==> src/rtl/data_unit_pkg.sv <==
// Shared globals for the data unit: ALU codes, opcodes and instruction-word layout.
package data_unit_pkg;

   localparam int DW   = 8;
   localparam int IW   = 16;
   localparam int NREG = 8;
   localparam int RW   = 3;

   localparam logic [1:0] ALU_ADD = 2'd0;
   localparam logic [1:0] ALU_SUB = 2'd1;
   localparam logic [1:0] ALU_TRB = 2'd2;
   localparam logic [1:0] ALU_TRA = 2'd3;

   localparam logic [4:0] LDI = 5'd1;
   localparam logic [4:0] ADD = 5'd2;
   localparam logic [4:0] SUB = 5'd3;
   localparam logic [4:0] MOV = 5'd4;

   // imm overlaps ra/rb/pad, so it is recovered by concatenation
   typedef struct packed {
      logic [4:0]    opcode;
      logic [RW-1:0] rd;
      logic [RW-1:0] ra;
      logic [RW-1:0] rb;
      logic [1:0]    pad;
   } ir_t;

   function automatic logic [DW-1:0] ir_imm(input ir_t ir);
      return {ir.ra, ir.rb, ir.pad};
   endfunction

endpackage

==> src/rtl/data_unit_alu.sv <==
// Combinational 8-bit ALU: ADD, SUB, pass-B, pass-A; cout is carry (ADD) or borrow (SUB).
module alu
   import data_unit_pkg::*;
(
   input  logic [DW-1:0] a,
   input  logic [DW-1:0] b,
   input  logic [1:0]    operation,
   output logic [DW-1:0] result,
   output logic          cout
);

   logic [DW:0] sum;
   logic [DW:0] dif;

   assign sum = {1'b0, a} + {1'b0, b};
   assign dif = {1'b0, a} - {1'b0, b};

   always_comb begin
      result = '0;
      cout   = 1'b0;
      case (operation)
         ALU_ADD: begin result = sum[DW-1:0]; cout = sum[DW]; end
         ALU_SUB: begin result = dif[DW-1:0]; cout = dif[DW]; end
         ALU_TRB: result = b;
         ALU_TRA: result = a;
         default: result = '0;
      endcase
   end

endmodule

==> src/rtl/data_unit.sv <==
// Datapath: PC, IR, 8x8 register file and ALU. Status flags exist only when
// YASAC_FLAGS_EN is defined; otherwise zero/carry are tied low.
module data_unit
   import data_unit_pkg::*;
(
   input  logic          clk,
   input  logic          reset,
   input  logic [1:0]    operation,
   input  logic          incpc,
   input  logic          clpc,
   input  logic          writeir,
   input  logic          writereg,
   input  logic          inmediate,
   input  logic [IW-1:0] instr_in,
   output logic [DW-1:0] pc_out,
   output logic [4:0]    opcode,
   input  logic [2:0]    dbg_sel,
   output logic [DW-1:0] dbg_data,
   output logic          zero,
   output logic          carry
);

   logic [DW-1:0] pc_q, pc_d;
   ir_t           ir_q, ir_d;
   logic [DW-1:0] regs_q [NREG];

   logic [DW-1:0] alu_a, alu_b, alu_res;
   logic          alu_cout;

   assign alu_a = regs_q[ir_q.ra];
   assign alu_b = inmediate ? ir_imm(ir_q) : regs_q[ir_q.rb];

   alu u_alu (
      .a         (alu_a),
      .b         (alu_b),
      .operation (operation),
      .result    (alu_res),
      .cout      (alu_cout)
   );

   always_comb begin
      pc_d = pc_q;
      if (clpc)       pc_d = '0;
      else if (incpc) pc_d = pc_q + 8'd1;
   end

   always_comb begin
      ir_d = ir_q;
      if (writeir) ir_d = ir_t'(instr_in);
   end

   // Operands come from pre-edge state, so rd==ra/rb and writeir+writereg
   // naturally use old values.
   always_ff @(posedge clk) begin
      if (reset) begin
         pc_q <= '0;
         ir_q <= '0;
         for (int i = 0; i < NREG; i++) regs_q[i] <= '0;
      end else begin
         pc_q <= pc_d;
         ir_q <= ir_d;
         if (writereg) regs_q[ir_q.rd] <= alu_res;
      end
   end

   assign pc_out   = pc_q;
   assign opcode   = ir_q.opcode;
   assign dbg_data = regs_q[dbg_sel];

`ifdef YASAC_FLAGS_EN
   logic zero_q, carry_q;

   always_ff @(posedge clk) begin
      if (reset) begin
         zero_q  <= 1'b0;
         carry_q <= 1'b0;
      end else if (writereg) begin
         zero_q  <= (alu_res == '0);
         carry_q <= alu_cout;
      end
   end

   assign zero  = zero_q;
   assign carry = carry_q;
`else
   logic unused_cout;
   assign unused_cout = alu_cout;
   assign zero  = 1'b0;
   assign carry = 1'b0;
`endif

endmodule

==> config.mk <==
export PLATFORM = sky130hd
export DESIGN_NAME = data_unit
export DESIGN_NICKNAME = d
export VERILOG_FILES = /design/src/rtl/data_unit_pkg.sv /design/src/rtl/data_unit_alu.sv /design/src/rtl/data_unit.sv
export SDC_FILE = /design/constraint.sdc
export NUM_CORES = 1
export LEC_CHECK = 0
export ABC_CLOCK_PERIOD_IN_PS = 3400
export BUFFER_PORTS_ARGS = -buffer_cell sky130_fd_sc_hd__clkbuf_2
export CAP_MARGIN = 40
export CORE_MARGIN = 4
export CORE_UTILIZATION = 54
export CTS_CLUSTER_SIZE = 30
export DETAILED_ROUTE_END_ITERATION = 16
export PLACE_DENSITY = 0.76
export SYNTH_ARGS = -nofsm -noshare
export SYNTH_HDL_FRONTEND = slang
export SYNTH_SLANG_ARGS = --single-unit
export TNS_END_PERCENT = 10
==> constraint.sdc <==
create_clock -name clk -period 3.4 [get_ports clk]
set_clock_uncertainty 0.05 [all_clocks]
set_input_delay 0.34 -clock clk [delete_from_list [all_inputs] [get_ports clk]]
set_output_delay 0.34 -clock clk [all_outputs]
set_load 0.01 [all_outputs]
=== After elaboration in Yosys (flattened, before gate mapping) ===
Memories as Yosys holds them, arrays and structs flattened. A register that Yosys moved wholly into a read port is not among the register bits.
Cells that the tools add are included.

* Register bits after elaboration: 24
* Bits in writable memories: 64
* Input port bits: 28
* Output and inout bits: 23
* Word-level logic and storage cells: 30
* Memories kept: 1

{| class="wikitable"
|+ Memory list
! name !! depth !! width !! read ports !! clocked after Yosys merged registers in !! wr ports !! line !! source
|-
| regs_q || 8 || 8 || 3 || 2 || 8 || data_unit.sv:25 || <nowiki>logic [DW-1:0] regs_q [NREG];</nowiki>
|}

* Add/sub/neg operators: 3
* Equal/unequal tests: 3
* Multiplexer cells: 14
* Reductions and logical operators: 3

{| class="wikitable"
|+ Operators with widths
! operator !! count
|-
| $pmux W8 S4 || 1
|-
| $mux W8 || 2
|-
| $mux W3 || 5
|-
| $add A8 B1 Y8 const B || 1
|-
| $add A8 B8 Y8 || 1
|-
| $reduce_or A8 Y1 || 1
|-
| $sub A8 B8 Y8 || 1
|-
| $mux W1 || 6
|-
| $eq A2 B2 Y1 const B || 2
|-
| $eq A2 B1 Y1 const B || 1
|-
| $logic_not A2 Y1 || 1
|-
| $reduce_or A2 Y1 || 1
|}

=== Longest topological paths before layout ===
* Word-level depth: 5
* Depth in mapped cells: 17
* Depth with buffers taken out: 15

=== Modules after synthesis ===
A second synthesis with hierarchy kept.

* Cells, all modules: 511
* Area, all modules: 6,198.4 sq um

{| class="wikitable"
|+ By module, submodules not included
! module !! times used !! cells each !! area each (sq um) !! sequential area each (sq um)
|-
| data_unit || 1 || 388 || 5,250.0 || 2,522.4
|-
| alu || 1 || 123 || 948.4 || 0.0
|}

=== Least setup slack after synthesis ===
No wires, ideal clock.

* Path kind: register -> register
* Start: reg (tool-made name)
* End: mem regs_q[0][7] (data pin)
* Setup time: 0.260 ns
* Arrival time: 3.401 ns
* Data required time: 3.090 ns
* Path slack: -0.311 ns
* Cell stages (with the launch flop): 16
* Path buffers: 2
* Period minus slack after synthesis: 3.711 ns
* Cells stage by stage: dfxtp_1 -> buf_4 -> buf_6 -> mux2_2 -> o22ai_1 -> a221oi_1 -> mux2i_1 -> a31oi_1 -> xnor2_1 -> ha_1 -> o21ai_0 -> a21oi_1 -> nor3_1 -> o21bai_1 -> xor2_4 -> mux2_2

{| class="wikitable"
|+ RTL lines
! what !! line
|-
| end, declared || data_unit.sv:25
|}

==> impl_metrics.tcl <==
set metrics [dict create \
    status "complete, but fails checks" \
    violations "negative setup slack" \
    cp.arrival_ns 3.60 \
    cts_buffers 9 \
    htree_levels 3 \
    worstSetupPathType "flop to flop" \
    clock.fmax_mhz 284 \
    syn2layout_area_growth_pct 21.6 \
    final-max-slew-violation-count 0 \
    cts-root-buf "clkbuf_8" \
    cp.required_ns 3.48 \
    fin_area_um2 6870 \
    setup_viol 12 \
    syn_inst 479 \
    io-pin-count 51 \
    drive_gt1_frac 0.420 \
    multiInputGateArea_um2 3150 \
    met1_usage 0.331 \
    grt.overflow.total 0 \
    met3_usage 0.0466 \
    antenna_cells 0 \
    finalCriticalPeriod_ns 3.52 \
    routed-via-count 4306 \
    die_area_um2 12200 \
    nFillCells 771 \
    synth_seq_cells 94 \
    startpoint_type "flop" \
    first_pass_iters 9 \
    synth_edf_count 64 \
    grt_pass1_vias 4293 \
    drcViolationCount 0 \
    gr-usage-all-layers 0.266 \
    grt_max_degree 27 \
    yosysTopAreaCell "edfxtp_1" \
    leakage_uw 0.00271 \
    rsz0062_at_grt "true" \
    final_common_cell "nor2_1" \
    grtUsageMet2 0.449 \
    max_slew.worst_pin.slew_ns 0.696 \
    seq_area_frac_synth 0.446 \
    wl_mm 15.4 \
    initial_utilization 0.550 \
    die_x_um 110 \
    insertion_delay_ns 0.38 \
    clock_path_buffers 2 \
    postPlaceCellArea_um2 6360 \
    powerDensity_nw_per_um2 457 \
    io_buffers 48 \
    antenna_found_initial 0 \
    min_path_type "input pin to flop" \
    busiest_layer "met2" \
    synth.top_cell.area_share 0.340 \
    rows 37 \
    synth.avg_cell_area_um2 11.8 \
    worst-path-max-fanout 8 \
    ant_nets 0 \
    coreArea_um2 10300 \
    synth.distinct_cells 45 \
    instances_no_fill 714 \
    ys_warn_count 0 \
    netlist_area_um2 5650 \
    final_cell_mix "108 x nor2_1, 64 x edfxtp_1, 58 x buf_4" \
    clkSinkCount 94 \
    finalHoldViolations 0 \
    place_ws_ns -0.284 \
    vias_per_cell 6.03 \
    async_flop_share 0 \
    dr.first_iter.drc_count 475 \
    place_congestion 0.990 \
    cts_tree "built" \
    final.period_utilization 1.04 \
    fin_nets 611 \
    grt_pass1_wl_mm 23.3 \
    cts_hold_buf 0 \
    synth_ff_type "edfxtp_1" \
    slew-limit-headroom 0.536 \
    endpoint_kind "flop" \
    yosys-top-cells-area "edfxtp_1 34%, mux4_2 15%, dfxtp_1 11%" \
    path_clk_slew_ns 0.09 \
    seq_area_um2 2530 \
    hpwl_mm 10.6 \
    drv_cap 0 \
    utilization 0.669 \
    post_drt_wl_per_cell_um 21.5 \
    dieHeight_um 110 \
    dp_cells 687 \
    fin_ws_ns -0.119 \
    ir_drop_mv 0.279 \
]
-- layout make-up --
class | count | area share
Clock inverter | 6 | 0.00655
Clock buffer | 10 | 0.0200
Inverter | 6 | 0.00328
Sequential cell | 94 | 0.368
Tap cell | 136 | 0.0248
Timing Repair Buffer | 115 | 0.120
Multi-Input combinational cell | 347 | 0.458
-- stage by stage --
step	power, µW	TNS [ns]	hold slack, ns
floorplan	1940	-1.27	0.410
global placement	2250	-2.35	0.417
detailed placement	2270	-3.47	0.434
CTS	3080	-0.367	0.138
global route	3260	-3.24	0.158
finish	3140	-0.983	0.145
-- sequential cells by signal, indices dropped and copies added (netlist names), named ones only --
name    flops
pc_out      8
ir_q       11
regs_q     64
opcode      5
-- cell usage after synthesis, types with 7 or more instances --
master,number
mux4_2,37
o21ai_0,7
dfxtp_1,30
xnor2_1,7
nand2b_1,11
xor2_1,8
edfxtp_1,64
nor2_1,111
mux2i_1,37
a21oi_1,11
buf_4,9
mux2_2,35
clkbuf_1,15
ha_1,9
nand2_1,23
-- power by group --
| part | switching (µW) | leakage, µW | internal [µW] |
|---|---|---|---|
| combinational | 545 | 0.00170 | 548 |
| clock | 427 | 0.0000985 | 292 |
| sequential | 47.5 | 0.000910 | 1280 |
| total | 1020 | 0.00271 | 2120 |
-- layer usage --
layer / wire length, µm / up-vias / part of all wire
met3: 1050 / 52 / 0.069
li1: - / 1946 / -
met1: 5930 / 2100 / 0.39
met5: 0 / - / 0
met2: 7790 / 208 / 0.51
met4: 590 / 0 / 0.038
-- worst paths after layout --
path	startpoint	to	slack [ns]	cells after the start
setup / recovery	flop	regs_q[7][7]$_SDFFCE_PN0P_	-0.12	16
hold / removal	instr_in[10]	ir_q[10]$_SDFFE_PP0P_	0.14	3
setup reg to reg	flop	regs_q[7][7]$_SDFFCE_PN0P_	-0.12	16
hold reg to reg	pc_out[7]$_SDFFE_PP0P_	pc_out[7]$_SDFFE_PP0P_	0.45	2
-- kinds of logic (layout without fill, tap and decap cells) --
logic type,after synthesis,count (layout),share of synthesized area
AOI/OAI and AO/OA,47,47,0.0591
adders and majority gates,10,10,0.0235
xor gates and xnor gates,16,16,0.0281
buffers and inverters,39,137,0.0350
and+or+nand+nor,162,162,0.120
DFF,94,94,0.446
other,1,2,0.000664
muxes,110,110,0.287
-- critical path, stage by stage (launching register included) --
cell	delay, ns
dfxtp_4	0.38
buf_12	0.15
mux2i_1	0.11
a22o_1	0.24
o31ai_4	0.27
inv_2	0.08
ha_4	0.18
a31oi_4	0.24
xnor2_2	0.10
ha_1	0.32
o21ai_2	0.06
a21oi_2	0.16
nor3_2	0.07
o21bai_2	0.21
xor2_4	0.18
buf_12	0.15
mux2_4	0.30
-- what timing repair did --
| action | in CTS | in global routing |
|---|---|---|
| pin swaps | 18 | 10 |
| buffers inserted | 8 | 3 |
| cloned | 1 | 0 |
| endpoints found under the hold margin | 0 | 0 |
| resized for setup | 40 | 13 |
| endpoints found under the setup margin | 19 | 24 |
No activity file was read; power rests on OpenSTA's default activity.
